### src/rtl/stopwatch_ctrl_pkg.sv
// Shared encodings for the stopwatch controller and its decade digit cells.
package stopwatch_ctrl_pkg;

  typedef enum logic [1:0] {
    ST_IDLE  = 2'd0,
    ST_RUN   = 2'd1,
    ST_PAUSE = 2'd2,
    ST_LAP   = 2'd3
  } state_e;

  localparam int BCD_W = 4;
  localparam logic [BCD_W-1:0] DIGIT_MAX = 4'd9;

  function automatic logic is_active(input state_e s);
    return (s == ST_RUN) || (s == ST_LAP);
  endfunction

endpackage

### src/rtl/stopwatch_ctrl_decade_cell.sv
// One mod-10 BCD digit: counts on en, synchronous clear, terminal count at 9.
module decade_cell
  import stopwatch_ctrl_pkg::*;
(
  input  logic             clk,
  input  logic             rst,
  input  logic             clr,
  input  logic             en,
  output logic [BCD_W-1:0] q,
  output logic             tc
);

  logic [BCD_W-1:0] q_q, q_d;

  // >= rather than == so any out-of-range value falls back to 0 on the next count
  always_comb begin
    q_d = q_q;
    if (clr)
      q_d = '0;
    else if (en)
      q_d = (q_q >= DIGIT_MAX) ? '0 : q_q + 4'd1;
  end

  always_ff @(posedge clk) begin
    if (rst)
      q_q <= '0;
    else
      q_q <= q_d;
  end

  assign q  = q_q;
  assign tc = (q_q == DIGIT_MAX);

endmodule

### src/rtl/stopwatch_ctrl.sv
// Run/pause/lap/clear stopwatch: command FSM, tick prescaler, decade cascade, lap latch.
//   state | meaning
//   IDLE  | stopped, count and prescaler zeroed
//   RUN   | counting, live digits displayed
//   PAUSE | stopped, count and prescaler held
//   LAP   | counting, display frozen on lap latch
module stopwatch_ctrl
  import stopwatch_ctrl_pkg::*;
#(
  parameter int PRESCALE   = 10,
  parameter int NUM_DIGITS = 4
) (
  input  logic                        clk,
  input  logic                        rst,
  input  logic                        start_stop,
  input  logic                        lap,
  input  logic                        clear,
  output logic                        running,
  output logic                        tick,
  output logic [BCD_W*NUM_DIGITS-1:0] digits_out,
  output logic                        overflow
);

  localparam int PW = (PRESCALE > 1) ? $clog2(PRESCALE) : 1;
  localparam logic [PW-1:0] PRESC_LAST = PW'(PRESCALE - 1);

  state_e                        state_q, state_d;
  logic [PW-1:0]                 presc_q, presc_d;
  logic [BCD_W*NUM_DIGITS-1:0]   lap_q, lap_d, live;
  logic                          ovf_q, ovf_d;
  logic                          running_q, lap_sel_q;
  logic [NUM_DIGITS-1:0]         tc, en;
  logic                          all_wrap;
  logic                          clr_cnt;

  // Priority clear > start_stop > lap falls out of the if/else order per state
  always_comb begin
    state_d = state_q;
    case (state_q)
      ST_IDLE:  if (start_stop) state_d = ST_RUN;
      ST_RUN:   if (start_stop) state_d = ST_PAUSE;
                else if (lap)   state_d = ST_LAP;
      ST_LAP:   if (start_stop) state_d = ST_PAUSE;
                else if (lap)   state_d = ST_RUN;
      ST_PAUSE: if (clear)      state_d = ST_IDLE;
                else if (start_stop) state_d = ST_RUN;
      default:  state_d = ST_IDLE;
    endcase
  end

  assign clr_cnt = (state_q == ST_PAUSE) && (state_d == ST_IDLE);
  assign tick    = is_active(state_q) && (presc_q == PRESC_LAST);

  always_comb begin
    presc_d = presc_q;
    if (clr_cnt || state_q == ST_IDLE)
      presc_d = '0;
    else if (is_active(state_q))
      presc_d = (presc_q == PRESC_LAST) ? '0 : presc_q + 1'b1;
  end

  always_comb begin
    en       = '0;
    all_wrap = tick;
    for (int i = 0; i < NUM_DIGITS; i++) begin
      en[i]    = all_wrap;
      all_wrap = all_wrap & tc[i];
    end
  end

  for (genvar i = 0; i < NUM_DIGITS; i++) begin : g_digit
    decade_cell u_cell (
      .clk (clk),
      .rst (rst),
      .clr (clr_cnt),
      .en  (en[i]),
      .q   (live[BCD_W*i +: BCD_W]),
      .tc  (tc[i])
    );
  end

  // Latch sees the pre-edge digits, so a coinciding tick is not captured
  always_comb begin
    lap_d = lap_q;
    if (state_d == ST_LAP && state_q != ST_LAP)
      lap_d = live;
    ovf_d = ovf_q;
    if (clr_cnt)
      ovf_d = 1'b0;
    else if (all_wrap)
      ovf_d = 1'b1;
  end

  always_ff @(posedge clk) begin
    if (rst) begin
      state_q   <= ST_IDLE;
      presc_q   <= '0;
      lap_q     <= '0;
      ovf_q     <= 1'b0;
      running_q <= 1'b0;
      lap_sel_q <= 1'b0;
    end else begin
      state_q   <= state_d;
      presc_q   <= presc_d;
      lap_q     <= lap_d;
      ovf_q     <= ovf_d;
      running_q <= is_active(state_d);
      lap_sel_q <= (state_d == ST_LAP);
    end
  end

  assign running    = running_q;
  assign overflow   = ovf_q;
  assign digits_out = lap_sel_q ? lap_q : live;

endmodule

### config.mk
export PLATFORM = sky130hd
export DESIGN_NAME = stopwatch_ctrl
export DESIGN_NICKNAME = d
export VERILOG_FILES = /design/src/rtl/stopwatch_ctrl_pkg.sv /design/src/rtl/stopwatch_ctrl_decade_cell.sv /design/src/rtl/stopwatch_ctrl.sv
export SDC_FILE = /design/constraint.sdc
export NUM_CORES = 1
export LEC_CHECK = 0
export CAP_MARGIN = 20
export CELL_PAD_IN_SITES_DETAIL_PLACEMENT = 0
export CELL_PAD_IN_SITES_GLOBAL_PLACEMENT = 2
export CORE_MARGIN = 5
export CORE_UTILIZATION = 35
export DETAILED_ROUTE_END_ITERATION = 12
export GPL_TIMING_DRIVEN = 0
export PLACE_DENSITY = 0.82
export SLEW_MARGIN = 0
export SYNTH_ARGS = -nofsm -noshare
export SYNTH_HDL_FRONTEND = slang
export SYNTH_SLANG_ARGS = --single-unit
export TNS_END_PERCENT = 10
### constraint.sdc
create_clock -name clk -period 4 [get_ports clk]
set_input_delay 0.8 -clock clk [delete_from_list [all_inputs] [get_ports clk]]
set_output_delay 0.8 -clock clk [all_outputs]
set_load 0.05 [all_outputs]
==> results of run 1 <==
state kept, by name, indices dropped and copies added (netlist names):
| register | flops |
|---|---|
| running | 1 |
| lap_q | 16 |
| presc_q | 4 |
| g_digit.u_cell.q | 16 |
| lap_sel_q | 1 |
| overflow | 1 |
| state_q | 2 |
kinds of logic (layout without fill, tap and decap cells):
group                      after synthesis  after routing  synth area share
DFF                                     41             41             0.395
buffers and inverters                   27             58            0.0524
muxes                                    7              7            0.0380
xor gates and xnor gates                 6              6            0.0253
adders and majority gates               12             12            0.0723
AOI/OAI and AO/OA                       63             63             0.172
and+or+nand+nor                        101            101             0.245
path summary, 6_finish.rpt:
kind / startpoint / end / cells after the start
worst max-delay path: lap_sel_q / digits_out[4] / 5
worst min-delay path: lap_q[11] / lap_q[11] / 2
worst max register to register: g_digit[0].u_cell.q[1] / g_digit[0].u_cell.q[2] / 6
worst min register to register: lap_q[11] / lap_q[11] / 2
power groups by stage:
stage	Combinational (mW)	Sequential [mW]	Clock (mW)
floorplan	0.0213	0.425	0
global placement	0.0405	0.422	0
detailed placement	0.0397	0.422	0
CTS	0.0398	0.412	0.364
global route	0.0441	0.413	0.380
finish	0.0391	0.412	0.352
worst max-delay path: stages, from the launching register on:
cell             delay (ps)
dfxtp_1                 310
clkbuf_1                320
clkbuf_1                440
nand2_1                 110
o21ai_1                 130
clkdlybuf4s50_1         840
Yosys cell counts, types with 2 or more instances:
cell type	count	area [µm²]
and3b_1	3	26.3
nand3b_1	2	15.0
and4_1	2	17.5
nor3_1	4	20.0
clkbuf_1	9	33.8
a21oi_1	31	155
mux2_1	7	78.8
o21ai_1	17	85.1
nand2_1	51	191
nor2b_1	5	31.3
o31ai_1	2	15.0
inv_2	2	7.51
xnor2_1	4	35.0
ha_1	12	150
nor2_1	13	48.8
nand2b_1	3	18.8
xor2_1	2	17.5
nand4b_1	2	17.5
a211oi_1	2	15.0
buf_4	2	15.0
a41oi_1	4	35.0
inv_1	12	45.0
dfxtp_1	41	821
nand3_1	7	35.0
per-stage QoR:
stage	cells	area (µm²)	worst slack, ps	hold slack, ps
2_1_floorplan	257	2080	1800	434
3_3_place_gp	355	2400	1020	441
3_5_place_dp	355	2400	993	447
4_1_cts	363	2520	655	459
5_1_grt	363	2520	514	473
6_report	363	2520	761	456
layout by cell type (no fill, tap or decap), types with 10 or more instances in the layout:
master            n
nand2_1          51
dfxtp_1          41
a21oi_1          31
clkdlybuf4s50_1  23
o21ai_1          17
nor2_1           13
inv_1            12
ha_1             12
clkbuf_1         10
per-layer routing:
layer,vias up,wire length [µm],GRT usage,part of all wire
met5,-,0,0,0
met4,0,58,0.0439,0.012
met3,6,171,0.0303,0.035
met2,24,2130,0.226,0.43
met1,809,2580,0.194,0.52
li1,948,-,-,-
final cells by class:
class,count,area (µm²)
well taps,75,93.8
plain buffers,12,52.6
clock inverters,1,30.0
inverters,15,56.3
clock buffers,7,86.3
repair buffers,23,230
flip-flops and latches,41,821
fillers,597,3330
multi-input cells,189,1150
==> metrics.md, run 1 <==
| Metric | Value |
|---|---|
| Horizontal extent of the die | between 80 and 90 µm |
| Number of warning messages in the yosys log | 0 |
| Diodes inserted | 0 |
| Global-route wire length before repair | roughly 8400 µm |
| Kind of end point of the critical path | primary output |
| Total global routing overflow | 0 |
| Die outline area | 7570 µm² |
| Count of buffers inserted at the top-level ports | 23 |
| Proportion of power drawn by the clock network | 0.438 |
| Post-CTS Hold Buffers | 0 |
| Leak Pwr | just over 0.9 nW |
| Die outline height | 87.0 µm |
| Top FF cell, synth | dfxtp_1 |
| Power per Cell Area | 319 nW/µm² |
| Avg Inst Size Synth | approximately 8.1 µm² |
| Count of different cell masters after synthesis | 42 |
| Post-Synthesis Cell Area | slightly above 2000 µm² |
| Root buffer cell | clkbuf_8 |
| DRT Pass-1 Iters | 4 |
| Max Clock Skew | roughly 4.4 ps |
| Crit path launch type | register |
| Clock insertion delay at the later pin of the skew report | roughly 300 ps |
| Maximum number of pins on one net before global-route repair | 13 |
| Clock-pin slew of the registers on the worst-case setup and hold paths | roughly 80 ps |
| Finish-stage setup viols | 0 |
| Global placement routability congestion | 0.785 |
| CTS tree | yes |
| CP Data Required Time | about 3200 ps |
| Sequential share of the synthesized area | 0.395 |
| MaxCap Viol Count | 0 |
| Remaining max-slew budget at the tightest pin | 0.630 |
| Final sum of negative setup slack | 0 ps |
| Io pins | 24 |
| # clock sinks | 41 |
| Routed length per instance | about 14 µm |
| Cell-internal power | roughly 0.63 mW |
| Synthesized instance count | 257 |
| Tcrit/Tclk final | 0.810 |
| Category of the most critical setup path | register to primary output |
| Post-DR vias/cell | 4.92 |
| Maximum frequency from static timing analysis | around 310 MHz |
| Number of routed nets with antenna violations | 0 |
| Reg-to-reg slack, setup | between 2000 and 2500 ps |
| Switching fraction of total power | 0.219 |
| Result of the run | finished clean |
| Fraction of layout cells with a size suffix above 1 | 0.0451 |
| Core Area | just under 6000 µm² |
| Synthesized Nets | 274 |
| Number of enable-type register cells in the synthesized netlist | 0 |
| Unrepaired setup endpoints after global routing | no |
| Number of H-tree levels | 2 |
| Worst-path maximum fanout | 10 |
| Worst-margin pin slew | 555 ps |
| Antenna violations before repair | 0 |
| DP HPWL | 3640 µm |
| Final net count | between 300 and 400 |
| TritonCTS Buffers | 5 |
| Worst-case clock buffer depth | 2 |
| Share of the core filled with cells in the final layout | 0.430 |
| Shortest clock period the worst path allows after layout | approximately 3200 ps |
| VDD IR max | ~0.00017 V |
| Combinational share of power | 0.049 |
| Class of the worst hold path | register to register |
| Layout area overhead | 21.2% |
| Routed wire length | roughly 5000 µm |
| Arrival time at the worst endpoint | around 2400 ps |
| Resized cells post-CTS | 0 |
| Proportion of synthesized flip-flops having asynchronous set or reset | 0 |
| Effective utilization at floorplan | 0.355 |
| Routed via count | 1,787 |
| Power share of the sequential group | 0.514 |
| Flip-flop and latch count after synthesis | 41 |
| Total track usage | 0.143 |
| Number of rows in the core area | 28 |
| DRC | 0 |
| Power, Total | about 0.80 mW |
| Final number of hold-violating endpoints | 0 |
| DRC marker count from the first detailed-route iteration | between 100 and 150 |
| Vias in the first global route | roughly 1,700 |
| Switching power | 0.176 mW |
| Pins over their slew limit | 0 |
| Total setup buffers inserted after CTS | 0 |
No activity file was read; power rests on OpenSTA's default activity.
==> run 2: changes to the inputs <==
--- a/config.mk
+++ b/config.mk
@@ -9,10 +9,10 @@
 export CELL_PAD_IN_SITES_DETAIL_PLACEMENT = 0
 export CELL_PAD_IN_SITES_GLOBAL_PLACEMENT = 2
 export CORE_MARGIN = 5
-export CORE_UTILIZATION = 35
+export CORE_UTILIZATION = 33
 export DETAILED_ROUTE_END_ITERATION = 12
 export GPL_TIMING_DRIVEN = 0
-export PLACE_DENSITY = 0.82
+export PLACE_DENSITY = 0.78
 export SLEW_MARGIN = 0
 export SYNTH_ARGS = -nofsm -noshare
 export SYNTH_HDL_FRONTEND = slang
==> constraint.sdc (replaced) <==
create_clock -name clk -period 3.1 [get_ports clk]
set_input_delay 0.62 -clock clk [delete_from_list [all_inputs] [get_ports clk]]
set_output_delay 0.62 -clock clk [all_outputs]
set_load 0.05 [all_outputs]
==> run 2 against run 1 <==
  * Sequential cell count stayed put
  * Power is 17% higher
  * Via count is 0.22% lower
  * Core utilization is 1.8 points lower
  * Critical path depth is 2 lower
  * Worst hold slack better by 0.69 ps
  * First-iteration DRC count is 54% lower
  * Combinational power is 29% higher
  * Non-clock buffer count is 1 lower
  * Register-to-register slack worse by 920 ps
==> metrics.md, run 2 (same netlist as run 1, synthesis figures left out) <==
| Metric | Value |
|---|---|
| Core Area | 6030 µm² (+3.0%) |
| Root buffer cell | clkbuf_8 |
| Clock-pin slew of the registers on the worst-case setup and hold paths | 80 ps (about the same) |
| Final sum of negative setup slack | 0 ps (unchanged) |
| Largest stage delay, worst path | 700 ps (-140 ps) |
| Global placement routability congestion | 0.763 (-2.7%) |
| Routed wire length | 5170 µm (+4.6%) |
| MaxCap Viol Count | 0 (unchanged) |
| Result of the run | finished clean |
| Unrepaired setup endpoints after global routing | no |
| Worst r2r dst | g_digit[0].u_cell.q[2] |
| Maximum frequency from static timing analysis | ~350 MHz |
| Global-route wire length before repair | 8650 µm (+3.4%) |
| Kind of end point of the critical path | primary output |
| # clock sinks | 41 (unchanged) |
| Pins over their slew limit | 0 (unchanged) |
| Antenna violations before repair | 0 (unchanged) |
| Io pins | 24 (unchanged) |
| Ordered list of cells on the worst path | clkbuf_2, mux2_1, clkdlybuf4s50_1 |
| Crit path launch type | register |
| Maximum number of pins on one net before global-route repair | 12 (-1) |
| Leak Pwr | 0.925 nW (-0.81%) |
| Number of rows in the core area | 28 (unchanged) |
| Smallest setup slack after layout | 233 ps (-528 ps) |
| Power per Cell Area | 379 nW/µm² (+19%) |
| DRT Pass-1 Iters | 4 (unchanged) |
| Finish-stage setup viols | 0 (unchanged) |
| CP Data Required Time | 2480 ps (-720 ps) |
| Arrival time at the worst endpoint | 2250 ps (-190 ps) |
| Worst-path maximum fanout | 10 (unchanged) |
| Worst-margin pin slew | 604 ps (+49.1 ps) |
| CTS tree | yes |
| Routed via count | 1,783 (-0.22%) |
| Die outline height | 89.3 µm (+2.6%) |
| DRC marker count from the first detailed-route iteration | 47 (-54%) |
| Diodes inserted | 0 (unchanged) |
| DP HPWL | 3700 µm (+1.6%) |
| Horizontal extent of the die | 89.3 µm (+2.6%) |
| Routed length per instance | 14.3 µm (+5.1%) |
| Category of the most critical setup path | register to primary output |
| Commonest cells after routing, fill and taps aside | 51 x nand2_1, 41 x dfxtp_1, 31 x a21oi_1 |
| Final net count | 303 (-0.33%) |
| Layout area overhead | 19.7% |
| Timing startpoint of the critical path | lap_sel_q |
| Count of buffers inserted at the top-level ports | 23 (unchanged) |
| Reg2reg start | g_digit[0].u_cell.q[1] |
| Number of routed nets with antenna violations | 0 (unchanged) |
| Shortest clock period the worst path allows after layout | 2870 ps |
| Worst-case clock buffer depth | 2 (unchanged) |
| Library cell contributing the largest single delay on the critical path | clkdlybuf4s50_1 |
| Final number of hold-violating endpoints | 0 (unchanged) |
| TritonCTS Buffers | 5 (unchanged) |
| Remaining max-slew budget at the tightest pin | 0.597 (-0.0327) |
| VDD IR max | 0.000234 V (+38%) |
| R2R depth | 6 (unchanged) |
| Fraction of layout cells with a size suffix above 1 | 0.0490 (+0.00381) |
| Most common cell after layout, fill and taps aside | nand2_1 |
| Total global routing overflow | 0 (unchanged) |
| Tcrit/Tclk final | 0.925 |
| Post-DR vias/cell | 4.94 (+0.33%) |
| Vias in the first global route | 1,717 (+0.23%) |
| Max Clock Skew | 5.13 ps (+0.715 ps) |
| Worst slack, placed | 192 ps (-801 ps) |
| DRC | 0 (unchanged) |
| Class of the worst hold path | register to register |
| Total track usage | 0.143 (+0.000515) |
| Reg-to-reg slack, setup | 1200 ps (-920 ps) |
| Clock insertion delay at the later pin of the skew report | 290 ps (about the same) |
| Effective utilization at floorplan | 0.344 (-0.0103) |
| Worst setup path end | digits_out[11] |
| Number of H-tree levels | 2 (unchanged) |
| Die outline area | 7980 µm² (+5.4%) |
| Post-CTS Hold Buffers | 0 (unchanged) |
## run 2: changes by cell type in the layout (fill, tap and decap cells not counted), sizes merged
| cell | before | now |
|---|---|---|
| bufinv | 1 | 0 |
| clkbuf | 16 | 15 |
## run 2: metrics by stage
stage / util / instance area [µm²] / hold WS (ps) / power (mW) / cells
finish: 0.412 / 2480 / 457 / 0.941 / 361
global placement: 0.398 / 2400 / 442 / 0.597 / 355
floorplan: - / 2080 / 434 / 0.575 / 257
CTS: 0.413 / 2490 / 456 / 0.960 / 362
global route: 0.412 / 2480 / 478 / 0.986 / 361
detailed placement: 0.398 / 2400 / 444 / 0.597 / 355
## run 2: worst min path at each step
stage,endpoint,cells past startpoint,from
floorplan,lap_q[10],2,lap_q[10]
global placement,lap_q[2],2,lap_q[2]
detailed placement,lap_q[6],2,lap_q[6]
CTS,lap_q[6],2,lap_q[6]
global route,lap_q[3],2,lap_q[3]
finish,lap_q[3],2,lap_q[3]
## run 2: worst max-delay path: cells and delay by family (launching register included)
family / cells / cell delay, ps
buffers and inverters: 2 / 1050
DFF: 1 / 550
muxes: 1 / 350
## run 2: where the power goes
part	switching (mW)	leakage, nW	internal [mW]	total, mW
registers	0.00341	0.331	0.530	0.533
clock network	0.181	0.0443	0.177	0.358
logic	0.0337	0.550	0.0165	0.0503
total	0.218	0.925	0.723	0.941
## run 2: repair_timing
action                                  4_1_cts  5_1_grt
buffers inserted                              0        0
gates cloned                                  0        0
endpoints found under the setup margin       11        3
resized for setup                             2        0
## run 2: metal layers
metal	track usage	share of wire	up-vias
met1	0.196	0.52	815
met5	0	0	-
met3	0.0304	0.024	5
met2	0.222	0.45	19
li1	-	-	944
met4	0.0528	0.012	0
## run 2: layout make-up
class	instances	area (µm²)
clock buffer	7	86.3
sequential	41	821
fill	648	3540
buffer	11	51.3
tap	75	93.8
timing repair buffer	23	230
inverter	15	56.3
multi-input combinational	189	1150
